==> config.mk <==
export PLATFORM = sky130hd
export DESIGN_NAME = load_unit
export DESIGN_NICKNAME = d
export VERILOG_FILES = /design/src/rtl/load_unit.sv
export SDC_FILE = /design/constraint.sdc
export NUM_CORES = 1
export LEC_CHECK = 0
export CAP_MARGIN = 20
export CORE_UTILIZATION = 43
export DETAILED_ROUTE_END_ITERATION = 16
export GPL_TIMING_DRIVEN = 0
export PLACE_DENSITY = 0.75
export SLEW_MARGIN = 15
export SYNTH_ARGS = -nofsm -noshare
export SYNTH_HDL_FRONTEND = slang
export SYNTH_SLANG_ARGS = --single-unit
==> constraint.sdc <==
create_clock -name clk -period 1.95 [get_ports clk]
set_input_delay 0.39 -clock clk [delete_from_list [all_inputs] [get_ports clk]]
set_output_delay 0.39 -clock clk [all_outputs]
set_load 0.005 [all_outputs]
==> src/rtl/load_unit.sv <==
// Load unit: checks a RISC-V load, issues one word read, waits with a timeout,
// then extracts and extends the addressed byte/halfword/word.
module load_unit #(
  parameter int TIMEOUT = 16
) (
  input  logic        clk,
  input  logic        rst_n,
  input  logic        start,
  input  logic [31:0] instr,
  input  logic [31:0] daddr,
  input  logic [31:0] mem_rdata,
  input  logic        mem_rvalid,
  output logic        mem_req,
  output logic [31:0] mem_addr,
  output logic        busy,
  output logic        done,
  output logic [31:0] rdata,
  output logic [4:0]  rd_out,
  output logic        err
);

  localparam logic [4:0] TO_LIMIT = 5'(TIMEOUT);

  typedef enum logic [2:0] {
    S_IDLE,
    S_CHECK,
    S_REQ,
    S_WAIT,
    S_DONE
  } state_t;

  state_t      state_q, state_d;
  logic [2:0]  funct3_q, funct3_d;
  logic [31:0] addr_q, addr_d;
  logic [4:0]  cnt_q, cnt_d;
  logic [4:0]  rd_out_q, rd_out_d;
  logic [31:0] rdata_q, rdata_d;
  logic        err_q, err_d;
  logic        mem_req_q, mem_req_d;
  logic [31:0] mem_addr_q, mem_addr_d;
  logic        busy_q, busy_d;
  logic        done_q, done_d;

  logic        f3_legal;
  logic        misaligned;
  logic [7:0]  byte_sel;
  logic [15:0] half_sel;
  logic [31:0] load_val;
  logic [4:0]  cnt_inc;

  // Opcode and immediate fields are decoded upstream.
  logic unused_instr_bits;
  assign unused_instr_bits = ^{instr[31:15], instr[6:0]};

  always_comb begin
    f3_legal   = (funct3_q == 3'b000) || (funct3_q == 3'b001) || (funct3_q == 3'b010) ||
                 (funct3_q == 3'b100) || (funct3_q == 3'b101);
    misaligned = (((funct3_q == 3'b001) || (funct3_q == 3'b101)) && addr_q[0]) ||
                 ((funct3_q == 3'b010) && (addr_q[1:0] != 2'b00));
  end

  always_comb begin
    case (addr_q[1:0])
      2'd0:    byte_sel = mem_rdata[7:0];
      2'd1:    byte_sel = mem_rdata[15:8];
      2'd2:    byte_sel = mem_rdata[23:16];
      default: byte_sel = mem_rdata[31:24];
    endcase
    half_sel = addr_q[1] ? mem_rdata[31:16] : mem_rdata[15:0];
    case (funct3_q)
      3'b000:  load_val = {{24{byte_sel[7]}}, byte_sel};
      3'b100:  load_val = {24'h0, byte_sel};
      3'b001:  load_val = {{16{half_sel[15]}}, half_sel};
      3'b101:  load_val = {16'h0, half_sel};
      default: load_val = mem_rdata;
    endcase
  end

  assign cnt_inc = cnt_q + 5'd1;

  always_comb begin
    state_d    = state_q;
    funct3_d   = funct3_q;
    addr_d     = addr_q;
    cnt_d      = cnt_q;
    rd_out_d   = rd_out_q;
    rdata_d    = rdata_q;
    err_d      = err_q;
    mem_req_d  = 1'b0;
    mem_addr_d = mem_addr_q;
    busy_d     = busy_q;
    done_d     = 1'b0;
    case (state_q)
      S_IDLE: begin
        if (start) begin
          state_d  = S_CHECK;
          funct3_d = instr[14:12];
          rd_out_d = instr[11:7];
          addr_d   = daddr;
          busy_d   = 1'b1;
        end
      end
      S_CHECK: begin
        if (!f3_legal || misaligned) begin
          state_d = S_DONE;
          err_d   = 1'b1;
          rdata_d = 32'h0;
          done_d  = 1'b1;
        end else begin
          state_d    = S_REQ;
          mem_req_d  = 1'b1;
          mem_addr_d = {addr_q[31:2], 2'b00};
        end
      end
      S_REQ: begin
        state_d = S_WAIT;
        cnt_d   = 5'd0;
      end
      S_WAIT: begin
        // A response on the final allowed cycle still counts as a hit.
        if (mem_rvalid) begin
          state_d = S_DONE;
          rdata_d = load_val;
          err_d   = 1'b0;
          done_d  = 1'b1;
        end else begin
          cnt_d = cnt_inc;
          if (cnt_inc == TO_LIMIT) begin
            state_d = S_DONE;
            err_d   = 1'b1;
            rdata_d = 32'h0;
            done_d  = 1'b1;
          end
        end
      end
      S_DONE: begin
        state_d = S_IDLE;
        busy_d  = 1'b0;
      end
      default: begin
        state_d = S_IDLE;
        busy_d  = 1'b0;
      end
    endcase
  end

  always_ff @(posedge clk or negedge rst_n) begin
    if (!rst_n) begin
      state_q    <= S_IDLE;
      funct3_q   <= 3'b000;
      addr_q     <= 32'h0;
      cnt_q      <= 5'd0;
      rd_out_q   <= 5'd0;
      rdata_q    <= 32'h0;
      err_q      <= 1'b0;
      mem_req_q  <= 1'b0;
      mem_addr_q <= 32'h0;
      busy_q     <= 1'b0;
      done_q     <= 1'b0;
    end else begin
      state_q    <= state_d;
      funct3_q   <= funct3_d;
      addr_q     <= addr_d;
      cnt_q      <= cnt_d;
      rd_out_q   <= rd_out_d;
      rdata_q    <= rdata_d;
      err_q      <= err_d;
      mem_req_q  <= mem_req_d;
      mem_addr_q <= mem_addr_d;
      busy_q     <= busy_d;
      done_q     <= done_d;
    end
  end

  assign mem_req  = mem_req_q;
  assign mem_addr = mem_addr_q;
  assign busy     = busy_q;
  assign done     = done_q;
  assign rdata    = rdata_q;
  assign rd_out   = rd_out_q;
  assign err      = err_q;

endmodule

# Yosys cells after proc, flatten, opt, wreduce, memory -nomap -nowiden
# Cells that the tools add are included.
# totals
regBits,114
latch_bits,0
mem_bits_rw,0
rom_bits,0
in_bits,100
output_inout_bits,73
word_cells,77
mem_count,0
# classes
n_addsub,1
n_mul,0
div_mod_pow,0
magnitude_cmp,0
eq_ne,14
shift,0
n_mux,26
bitwise,2
n_reduce_logical,23
# op_table
operator,count
$pmux 32 s4,1
$mux 32,3
$pmux 32 s2,1
$pmux 8 s3,1
$mux 16,1
$mux 3,4
$pmux 3 s4,1
$pmux 5 s2,1
$reduce_and 2->1,5
$eq 3x2->1 const B,3
$mux 1,9
$logic_or 1x1->1,7
$eq 3x1->1 const B,2
$eq 3x3->1 const B,2
$logic_not 3->1,2
$ne 2x2->1 const B,3
$pmux 1 s2,3
$reduce_bool 2->1,3
$add 5x1->5 const B,1
$eq 5x5->1 const B,1
$mux 5,1
$ne 3x3->1 const B,1
$reduce_and 3->1,1
$reduce_or 3->1,1
other kinds (6),8

# Depth between registers and ports, before layout
# depth
word_depth,9
depth_mapped,8
ltp_nobuf,5

# Worst setup path before layout
# Ideal clock, no wire load.
# synth_path
kind,flip-flop to flip-flop
from,register funct3_q[0]
to,register mem_addr_q[2] (netlist: mem_addr[2])
setup_time_ns,0.125
arrival_time_ns,1.574
required_ns,1.825
setup_slack_ns,0.251
path_stages_with_launch,6
n_path_buf,1
synth_period_minus_slack_ns,1.699
cell_sequence,dfrtp_1 nor4_2 o21ba_4 and2b_4 buf_4 mux2_2
# synth_via
elab_chain_len,9
# synth_rtl
element,line_no,text
start: declaration,33,"logic [2:0] funct3_q, funct3_d;"
start signal: assignment,162,funct3_q <= funct3_d;
$eq 3x1->1 or $logic_not 3->1 (tied branches),"56, 58",
$logic_or 1x1->1 (3 in a row),56,f3_legal = (funct3_q == 3'b000) || (funct3_q == 3'b001) || (funct3_q == 3'b010) ||
$logic_or 1x1->1,57,(funct3_q == 3'b100) || (funct3_q == 3'b101);
$logic_not 1->1,104,if (!f3_legal || misaligned) begin
$logic_or 1x1->1 (*),104,
$not 1->1 (no line) (*),-,
$reduce_and 2->1 (no line) (*),-,
end signal: assignment,169,mem_addr_q <= mem_addr_d;
end: declaration,40,"logic [31:0] mem_addr_q, mem_addr_d;"
# Mark *: on every way between the ends. The rest lies on a longest branch, timed or not.
# A chain may end at the register's enable or synchronous reset.

# Worst setup path after layout
# layout_path
from,register cnt_q[1]
to,register rdata_q[11] (netlist: rdata[11])
# layout_via
elab_chain_len,4
# layout_rtl
element,line_no,text
start: declaration,35,"logic [4:0] cnt_q, cnt_d;"
start signal: assignment,164,cnt_q <= cnt_d;
$add 5x1->5,79,assign cnt_inc = cnt_q + 5'd1;
$eq 5x5->1,128,if (cnt_inc == TO_LIMIT) begin
$ne 3x3->1 (no line),-,
$reduce_and 3->1 (no line),-,
end signal: assignment,166,rdata_q <= rdata_d;
end: declaration,37,"logic [31:0] rdata_q, rdata_d;"
# Every way passes these cells.

==> flow_metrics.tcl <==
set metrics [dict create \
    status "complete, no violations" \
    final_antenna_net_count 0 \
    clk-insertion-delay-late_ns 0.41 \
    power.total_mw 13.53 \
    holdWs_ns 0.4338 \
    clock_path_buffers 2 \
    dieArea_sq_um 13430 \
    synth_flop_cell "dfrtp_1" \
    yosys.area.top_type "dfrtp_1" \
    finClkSkew_ns 0.005420 \
    p_clk_share_pct 23.4 \
    maxCapViolCount 0 \
    finalNetCount 761 \
    startpoint "cnt_q[1]$_DFFE_PN0P_" \
    finalWirelength_mm 15.45 \
    grtUsageTotal_pct 24.40 \
    slowest_delay_ns 0.42 \
    crit_family "simple AND/OR/NAND/NOR gates" \
    layout-drive-gt1-share_pct 18.90 \
    ff_latch_area_sq_um 2856 \
    fp.dieW_microns 115.9 \
    power_density_nw_per_um2 1701 \
    placed_cells 811 \
    synth_edf_count 0 \
    slew_viol_final 0 \
    p_seq_share_pct 33.1 \
    stdcell_count 844 \
    endpoint "rdata[11]$_DFFE_PN0P_" \
    fmax_mhz 537.1 \
    hold_path_class "input port to flop" \
    synth_cells 492 \
    synth.distinct_cells 48 \
    fill_cells 1027 \
    yosys_register_bits 114 \
    multi_input_area_sq_um 2545 \
    startpoint_type "flop" \
    grt_pass1_wl_mm 24.61 \
    p_sw_mw 4.623 \
    gp_congestion 0.9211 \
    final_core_util_pct 63.06 \
    ys_seq_area_share_pct 51.17 \
    slew_headroom_pct 64.42 \
    switching_share_pct 34.16 \
    clkSlewWorstSetupHoldPaths_ns 0.05 \
    r2r-start "cnt_q[1]$_DFFE_PN0P_" \
    grt_max_degree 73 \
    max-vdd-ir-drop_mv 1.003 \
    crit_type "flop to flop" \
    grt_pass1_vias 4840 \
    crit_buf_inv 1 \
    internal_power_mw 8.911 \
    worstPathMaxFanout 10 \
    vias_per_cell 5.677 \
    pre_cts_slack_ns -0.3102 \
    cp_slowest_cell "dfrtp_1" \
    drt_iter0_markers 557 \
    r2r_cells 5 \
    wl_per_cell_microns 18.30 \
    detailroute.via_count 4791 \
    drc_errors 0 \
    combPwrFrac_pct 43.6 \
    core_area_sq_um 12620 \
    power.leakage_nw 3.238 \
    tns_ns 0 \
    design_area_sq_um 7958 \
    cts.sinks 114 \
    timing.final.ws_setup_ns 0.08828 \
    antennaDiodeCount 0 \
    netlist_area_sq_um 5575 \
    cts_tree "yes" \
    period_share_pct 95.47 \
    syn_avg_cell_area_sq_um 11.33 \
    tightest_slew_ns 0.5337 \
    finalSetupViolations 0 \
    arrival_ns 2.15 \
    r2r-end "rdata[11]$_DFFE_PN0P_" \
    antenna_found_initial 0 \
    hold_viol_final 0 \
    regToRegSetupSlack_ns 0.09 \
    rows 41 \
    syn2layout_area_growth_pct 42.73 \
    hpwl_mm 11.16 \
    cts_max_level 4 \
    path_depth 5 \
    yosys.area.top_type_share_pct 51.17 \
    cp.required_ns 2.24 \
    initial_core_util_pct 44.18 \
    port_buffers 145 \
    fin_crit_ns 1.862 \
    placed_area_sq_um 7274 \
    synth.area.top_cells "dfrtp_1 51%, mux2_2 8.9%, mux2_1 4.8%" \
    die_h_microns 115.9 \
    num_io_pins 173 \
    grt.overflow.total 0 \
    clock_tree.root_cell "clkbuf_16" \
    synthArstFlopShare_pct 100.0 \
    first_pass_iters 7 \
    yosysWarnings 0 \
    end_kind "flop" \
    cp_cell_sequence "ha_1 > nand2_1 > or2_2 > clkbuf_2 > a221o_1" \
    cts_made_buffers 17 \
]
-- per-layer routing --
metal  vias up  wire, microns  global-route usage (%)
met5         -              0                       0
met4         0            301                   8.803
met1      2356           6412                   30.65
met2       235           7120                   38.33
li1       2168              -                       -
met3        32           1615                   9.362
-- power by group through the flow --
stage                     sequential, mW  combinational [mW]  clock, mW
final                               4.47                5.90       3.16
after global routing                4.63                6.45       3.32
after global placement              4.37                5.57          0
after detailed placement            4.47                5.78          0
after floorplan                     4.31                3.27          0
after CTS                           4.44                5.83       3.21
-- kinds of logic (layout without fill, tap and decap cells) --
logic type      count (synthesis)  after routing  share of synthesized area (%)
compound gates                107            107                          13.98
fa+ha+maj                       1              1                         0.2244
buf+inv                        44            223                          3.995
flops                         114            114                          51.17
mux                            79             79                          15.71
other cells                     1              2                        0.06726
simple gates                  146            146                          14.86
-- registers in the layout, indices dropped and copies added (netlist names) --
register,flops
rdata,32
err,1
mem_req,1
cnt_q,5
mem_addr,30
done,1
busy,1
addr_q,32
funct3_q,3
state_q,3
rd_out,5
-- layout make-up --
type	count	share of cell area [%]
inverters	5	0.2358
repair buffers	149	18.92
multi-input cells	335	31.98
clock inverters	12	1.997
flip-flops and latches	114	35.90
clock buffers	19	5.566
well taps	172	2.704
plain buffers	38	2.704
-- worst reg2reg max path, stage by stage, from the launching register on --
cell,delay [ns]
dfrtp_1,0.42
ha_1,0.21
nand2_1,0.20
or2_2,0.36
clkbuf_2,0.22
a221o_1,0.33
-- synth_stat cells, drive strengths merged (5+ instances only) --
cell,instances
and2,10
nand2,42
nand2b,5
o211ai,24
or3,6
nand4,17
or2,5
o21ai,14
o2111ai,6
nor2b,25
mux2i,11
a21oi,10
inv,5
nor2,7
a31oi,16
clkbuf,13
a22oi,18
buf,26
dfrtp,114
nand3,8
a221o,8
mux2,68
and3b,6
-- worst min-delay path by stage --
stage	slack, ns	cells past startpoint	to	startpoint
finish	0.43	3	cnt_q[1]$_DFFE_PN0P_	mem_rvalid
global route	0.44	3	cnt_q[0]$_DFFE_PN0P_	mem_rvalid
CTS	0.42	3	cnt_q[0]$_DFFE_PN0P_	mem_rvalid
detailed placement	0.34	1	rdata[19]$_DFFE_PN0P_	rst_n
global placement	0.47	1	mem_addr[8]$_DFFE_PN0P_	mem_addr[8]$_DFFE_PN0P_
floorplan	0.09	0	addr_q[0]$_DFFE_PN0P_	rst_n
-- layout by cell type, fill, tap and decap left out, types with 5 or more instances in the layout --
| cell type | synthesis | routed |
|---|---|---|
| buf_2 | 19 | 18 |
| o21ai_0 | 14 | 14 |
| dfrtp_1 | 114 | 111 |
| nand2_1 | 42 | 42 |
| nor2b_1 | 25 | 23 |
| and3b_1 | 6 | 6 |
| buf_6 | 2 | 6 |
| nor2_1 | 7 | 7 |
| a22oi_1 | 18 | 18 |
| mux2i_1 | 11 | 9 |
| clkbuf_16 | 0 | 17 |
| o211ai_1 | 24 | 24 |
| clkinvlp_4 | 0 | 5 |
| clkbuf_1 | 13 | 12 |
| a221o_1 | 8 | 8 |
| mux2_2 | 44 | 44 |
| a21oi_1 | 8 | 7 |
| inv_1 | 5 | 5 |
| a31oi_1 | 16 | 16 |
| o2111ai_1 | 6 | 6 |
| or3_1 | 6 | 6 |
| clkdlybuf4s50_1 | 0 | 144 |
| and2_1 | 10 | 10 |
| nand4_1 | 17 | 17 |
| nand3_1 | 8 | 8 |
| mux2_1 | 24 | 24 |
-- what timing repair did --
action	in CTS	in global routing
cloned	0	0
resized for setup	2	17
endpoints found under the setup margin	8	89
setup buffers	0	2
hold endpoints to repair	42	0
hold buffers	1	0
(Power assumes the default switching activity.)
